===== config.mk =====
export PLATFORM = sky130hd
export DESIGN_NAME = fifo_param
export DESIGN_NICKNAME = d
export VERILOG_FILES = /design/src/rtl/fifo_pkg.sv /design/src/rtl/fifo_mem.sv /design/src/rtl/fifo_param.sv
export SDC_FILE = /design/constraint.sdc
export NUM_CORES = 1
export LEC_CHECK = 0
export BUFFER_PORTS_ARGS = -buffer_cell sky130_fd_sc_hd__clkbuf_2
export CAP_MARGIN = 5
export CELL_PAD_IN_SITES_DETAIL_PLACEMENT = 1
export CELL_PAD_IN_SITES_GLOBAL_PLACEMENT = 2
export CORE_MARGIN = 4
export CORE_UTILIZATION = 43
export CTS_BUF_LIST = sky130_fd_sc_hd__clkbuf_8
export DETAILED_ROUTE_END_ITERATION = 12
export PLACE_DENSITY = 0.9
export SYNTH_ARGS = -nofsm -noshare
export SYNTH_HDL_FRONTEND = slang
export SYNTH_SLANG_ARGS = --single-unit

===== constraint.sdc =====
create_clock -name clk -period 2.96 [get_ports clk]
set_input_delay 0 -clock clk [delete_from_list [all_inputs] [get_ports clk]]
set_output_delay 0 -clock clk [all_outputs]
set_load 0.02 [all_outputs]

===== src/rtl/fifo_pkg.sv =====
// Shared definitions for the FIFO family: read-mode constants, a constant clog2
// and the wrap-around pointer increment used by every FIFO variant.
package fifo_pkg;

   localparam int FIFO_MODE_STD  = 0;
   localparam int FIFO_MODE_FWFT = 1;

   function automatic int fifo_clog2(input int value);
      int result;
      result = 0;
      while ((1 << result) < value) result = result + 1;
      return result;
   endfunction

   // Pointers walk 0..depth-1, so non-power-of-two depths wrap explicitly.
   function automatic int fifo_ptr_inc(input int ptr, input int depth);
      return (ptr == depth - 1) ? 0 : ptr + 1;
   endfunction

endpackage


===== src/rtl/fifo_mem.sv =====
// FIFO storage array: synchronous write port, asynchronous read port, no reset.
module fifo_mem
   import fifo_pkg::*;
#(
   parameter int DATA_WIDTH = 8,
   parameter int FIFO_DEPTH = 5,
   parameter int PTR_W      = 3
) (
   input  logic                  clk,
   input  logic                  wr_en,
   input  logic [PTR_W-1:0]      wr_addr,
   input  logic [DATA_WIDTH-1:0] wr_data,
   input  logic [PTR_W-1:0]      rd_addr,
   output logic [DATA_WIDTH-1:0] rd_data
);

   logic [DATA_WIDTH-1:0] mem [FIFO_DEPTH];

   always_ff @(posedge clk) begin
      if (wr_en) mem[wr_addr] <= wr_data;
   end

   assign rd_data = mem[rd_addr];

endmodule


===== src/rtl/fifo_param.sv =====
// Parametrised single-clock FIFO with standard or first-word-fall-through reads,
// occupancy count, almost-full/almost-empty thresholds and sticky error flags.
module fifo_param
   import fifo_pkg::*;
#(
   parameter int DATA_WIDTH = 8,
   parameter int FIFO_DEPTH = 5,
   parameter int FWFT       = FIFO_MODE_STD,
   parameter int AF_LEVEL   = 4,
   parameter int AE_LEVEL   = 1
) (
   input  logic                             clk,
   input  logic                             reset,
   input  logic                             wr_en,
   input  logic [DATA_WIDTH-1:0]            wr_data,
   output logic                             wr_ready,
   input  logic                             rd_en,
   output logic [DATA_WIDTH-1:0]            rd_data,
   output logic                             rd_val,
   output logic [$clog2(FIFO_DEPTH+1)-1:0]  count,
   output logic                             almost_full,
   output logic                             almost_empty,
   output logic                             overflow,
   output logic                             underflow,
   input  logic                             clr_err
);

   localparam int PTR_W = fifo_clog2(FIFO_DEPTH);
   localparam int CNT_W = $clog2(FIFO_DEPTH + 1);
   localparam logic [CNT_W-1:0] DEPTH_C = CNT_W'(FIFO_DEPTH);
   localparam logic [CNT_W-1:0] AF_C    = CNT_W'(AF_LEVEL);
   localparam logic [CNT_W-1:0] AE_C    = CNT_W'(AE_LEVEL);

   logic [PTR_W-1:0]      wr_ptr_q, wr_ptr_d;
   logic [PTR_W-1:0]      rd_ptr_q, rd_ptr_d;
   logic [CNT_W-1:0]      count_q, count_d;
   logic                  overflow_q, overflow_d;
   logic                  underflow_q, underflow_d;
   logic [DATA_WIDTH-1:0] rd_data_q, rd_data_d;
   logic                  rd_val_q, rd_val_d;

   logic                  full, not_empty, wr_acc, rd_acc, mem_we;
   logic [DATA_WIDTH-1:0] mem_rd_data;

   fifo_mem #(
      .DATA_WIDTH (DATA_WIDTH),
      .FIFO_DEPTH (FIFO_DEPTH),
      .PTR_W      (PTR_W)
   ) u_mem (
      .clk     (clk),
      .wr_en   (mem_we),
      .wr_addr (wr_ptr_q),
      .wr_data (wr_data),
      .rd_addr (rd_ptr_q),
      .rd_data (mem_rd_data)
   );

   always_comb begin
      full        = (count_q == DEPTH_C);
      not_empty   = (count_q != '0);
      wr_acc      = wr_en & ~full;
      rd_acc      = rd_en & not_empty;
      // The array has no reset, so keep it untouched while reset is held.
      mem_we      = wr_acc & reset;

      wr_ptr_d    = wr_acc ? PTR_W'(fifo_ptr_inc(32'(wr_ptr_q), FIFO_DEPTH)) : wr_ptr_q;
      rd_ptr_d    = rd_acc ? PTR_W'(fifo_ptr_inc(32'(rd_ptr_q), FIFO_DEPTH)) : rd_ptr_q;

      count_d     = count_q;
      case ({wr_acc, rd_acc})
         2'b10:   count_d = count_q + CNT_W'(1);
         2'b01:   count_d = count_q - CNT_W'(1);
         default: count_d = count_q;
      endcase

      // A new error in the same cycle wins over the clear request.
      overflow_d  = clr_err ? 1'b0 : overflow_q;
      underflow_d = clr_err ? 1'b0 : underflow_q;
      if (wr_en & full)       overflow_d  = 1'b1;
      if (rd_en & ~not_empty) underflow_d = 1'b1;

      rd_val_d    = rd_acc;
      rd_data_d   = rd_acc ? mem_rd_data : rd_data_q;
   end

   always_ff @(posedge clk or negedge reset) begin
      if (!reset) begin
         wr_ptr_q    <= '0;
         rd_ptr_q    <= '0;
         count_q     <= '0;
         overflow_q  <= 1'b0;
         underflow_q <= 1'b0;
         rd_data_q   <= '0;
         rd_val_q    <= 1'b0;
      end else begin
         wr_ptr_q    <= wr_ptr_d;
         rd_ptr_q    <= rd_ptr_d;
         count_q     <= count_d;
         overflow_q  <= overflow_d;
         underflow_q <= underflow_d;
         rd_data_q   <= rd_data_d;
         rd_val_q    <= rd_val_d;
      end
   end

   assign wr_ready     = ~full;
   assign count        = count_q;
   assign almost_full  = (count_q >= AF_C);
   assign almost_empty = (count_q <= AE_C);
   assign overflow     = overflow_q;
   assign underflow    = underflow_q;

   // FWFT presents the head entry straight from the array; zero when empty.
   assign rd_val  = (FWFT == FIFO_MODE_FWFT) ? not_empty : rd_val_q;
   assign rd_data = (FWFT == FIFO_MODE_FWFT) ? (not_empty ? mem_rd_data : '0) : rd_data_q;

endmodule


==> flow_metrics.py <==
metrics = {
    "run_status": {
        "status": "finished, final reports clean",
    },
    "global_routing": {
        "grt.overflow.total": 0,
        "grt_pass1_wl_um": 8900,
        "grt_max_degree": 23,
        "grt_pass1_vias": 1672,
        "grt_use_total": 0.169,
        "antenna_found_initial": 0,
    },
    "setup_path": {
        "ff2ff_path_depth": 9,
        "crit_family": "simple AND/OR/NAND/NOR gates",
        "reg2reg_to": "count[2]",
        "r2r_slack_ns": 0.70,
        "max_stage_delay_ns": 0.45,
        "crit_fanout": 13,
        "critPathLaunchType": "flop",
        "r2r_start": "count[0]",
        "cp.required_ns": 3.18,
        "path_common_cell": "ha_1",
        "crit_arrival_ns": 2.48,
        "critPathCaptureType": "flop",
        "worst-setup-path-type": "reg -> reg",
        "path_cells": "inv_1 > ha_1 > nand2b_1 > buf_4 > and2_1 > ha_1 > mux2i_1 > nor2_1 > xor2_1",
        "timing.critical_path.buf_inv": 2,
        "cp_slowest_cell": "dfrtp_1",
        "critical_path_depth": 9,
    },
    "sta": {
        "finalHoldViolCount": 0,
        "finalCriticalPeriod_ns": 2.26,
        "final.setup.tns_ns": 0,
        "fin_crit_sh": 0.763,
        "fin_worst_skew_ns": 0.00860,
        "max-slew-margin-rel": 0.561,
        "hold_ws_ns": 0.0716,
        "tightest_slew_ns": 0.659,
        "fmax_mhz": 443,
        "rsz0062_at_grt": "false",
        "setup_viol": 0,
        "finalMaxSlewViolations": 0,
    },
    "cells_and_area": {
        "fin_cells": 285,
        "drive_gt1_frac": 0.268,
        "synthToLayoutAreaGrowth_pct": 21.7,
        "antenna_cells": 0,
        "layout_commonest_cell": "edfxtp_1",
        "final_cell_area_um2": 2990,
        "final_cell_mix": "edfxtp_1 (40), clkbuf_2 (29), dfrtp_1 (20), a21oi_1 (19), inv_1 (12)",
        "layout.nets": 230,
        "fin_util": 0.543,
    },
    "worst_hold_path": {
        "holdCritPathClass": "in -> reg",
        "hp-start": "rd_en",
        "hold_depth": 3,
        "min_to": "underflow",
    },
    "floorplanning": {
        "die_w_um": 83.6,
        "rows": 27,
        "fp.dieArea_um2": 6980,
        "initial_core_util": 0.446,
        "die_h_um": 83.6,
        "core_area_um2": 5510,
        "num_io_pins": 30,
    },
    "routing": {
        "firstDrtPassIters": 4,
        "drt_first_iter_violations": 82,
        "drc": 0,
        "ant_nets": 0,
        "num_vias": 1466,
        "wl_um": 5230,
        "via_per_inst": 5.14,
        "wl_per_cell_um": 18.3,
    },
    "synth": {
        "yosys_warnings": 0,
        "async_flop_share": 0.333,
        "yosys-top-cells-area": "edfxtp_1 (49%), dfrtp_1 (20%), mux4_2 (7.3%), ha_1 (4.6%), a21oi_1 (3.9%)",
        "synth_area_um2": 2460,
        "synth_top_area_frac": 0.489,
        "synth_cell_types": 27,
        "syn_inst": 158,
        "synth.avg_cell_area_um2": 15.5,
        "syn_nets": 180,
        "ys_seq_area_frac": 0.693,
        "yosys.area.top_type": "edfxtp_1",
        "synth_edf_count": 40,
        "ys.flop_type": "edfxtp_1",
        "ys_ff_latch": 60,
    },
    "placed_design": {
        "placedCellCount": 258,
        "dp_hpwl_um": 3620,
        "numPortBuffers": 29,
        "gp_congestion": 0.793,
        "place_area_um2": 2700,
    },
    "clocking": {
        "cts_buffers": 9,
        "clk_pin_slew_ns": 0.07,
        "cts_tree": "built",
        "cts-root-buf": "clkbuf_8",
        "htree_levels": 3,
        "postCtsSetupBuffers": 0,
        "cts.sinks": 60,
        "clock_latency_ns": 0.34,
        "clockBufferDepth": 2,
    },
    "power_and_ir_drop": {
        "ir_drop_v": 0.000390,
        "p_leak_nw": 1.18,
        "power_density_nw_per_um2": 979,
    },
    "run": {
        "maxCapViolations": 0,
    },
}
==> metrics by stage <==
stage,setup WS (ns),power (W)
after floorplan,0.420,0.00192
after global placement,0.855,0.00217
after detailed placement,0.698,0.00224
after CTS,0.678,0.00296
after global routing,0.486,0.00314
final,0.700,0.00293
==> where the power goes <==
| group | switching (W) | internal (W) | total [W] |
|---|---|---|---|
| logic | 0.000522 | 0.000413 | 0.000935 |
| registers | 0.000217 | 0.00108 | 0.00129 |
| clock network | 0.000320 | 0.000378 | 0.000698 |
| total | 0.00106 | 0.00187 | 0.00293 |
==> worst min-delay path, delay by kind of cell <==
kind	cells	cell delay, ns
buf+inv	2	0.28
compound gates	1	0.07
==> cell usage after synthesis (2+ instances only) <==
cell,instances
edfxtp_1,40
dfrtp_1,20
a21oi_1,19
inv_1,10
ha_1,9
mux2i_1,9
mux4_2,8
o21ai_0,8
nand2_1,6
nor3_1,4
buf_2,3
nand3_1,3
nor2_1,3
clkbuf_1,2
xnor2_1,2
==> flip-flops by register name (all words and copies together), names as in the netlist <==
| name | flops |
|---|---|
| u_mem.mem | 40 |
| underflow | 1 |
| rd_ptr_q | 3 |
| overflow | 1 |
| count | 3 |
| wr_ptr_q | 3 |
| rd_data | 8 |
| rd_val | 1 |
==> cell families (layout without fill, tap and decap cells) <==
| logic type | after synthesis | after routing | share of synthesized area |
|---|---|---|---|
| and+or+nand+nor | 21 | 21 | 0.0413 |
| DFF | 60 | 60 | 0.693 |
| xor gates and xnor gates | 3 | 3 | 0.0107 |
| AOI/OAI and AO/OA | 31 | 31 | 0.0672 |
| adders and majority gates | 9 | 9 | 0.0458 |
| buffers and inverters | 17 | 72 | 0.0321 |
| muxes | 17 | 17 | 0.110 |
==> repair_timing <==
item	in CTS	in global routing
gates resized for setup	0	0
hold buffers	11	0
hold endpoints to repair	62	0
==> cell type report <==
class                   instances  area (um^2)
flip-flops and latches         60         1700
clock buffers                   9          124
fillers                       550         2520
repair buffers                 46          300
clock inverters                 7         60.1
inverters                      10         37.5
well taps                      72         90.1
multi-input cells              81          676
==> layer usage <==
layer	global-route usage	wire length, um	up-vias
met3	0.0454	199	5
met4	0.0789	56	0
met1	0.211	2230	743
met2	0.273	2740	30
li1	-	-	688
met5	0	0	-
==> how the worst max path moves through the flow <==
| stage | from | to |
|---|---|---|
| 2_1_floorplan | count[1] | u_mem.mem[4][0] |
| 6_report | count[0] | count[2] |
| 5_1_grt | count[0] | count[2] |
| 4_1_cts | count[0] | count[2] |
| 3_3_place_gp | count[0] | count[2] |
| 3_5_place_dp | count[0] | count[2] |
Power figures use the tool's default switching activity.
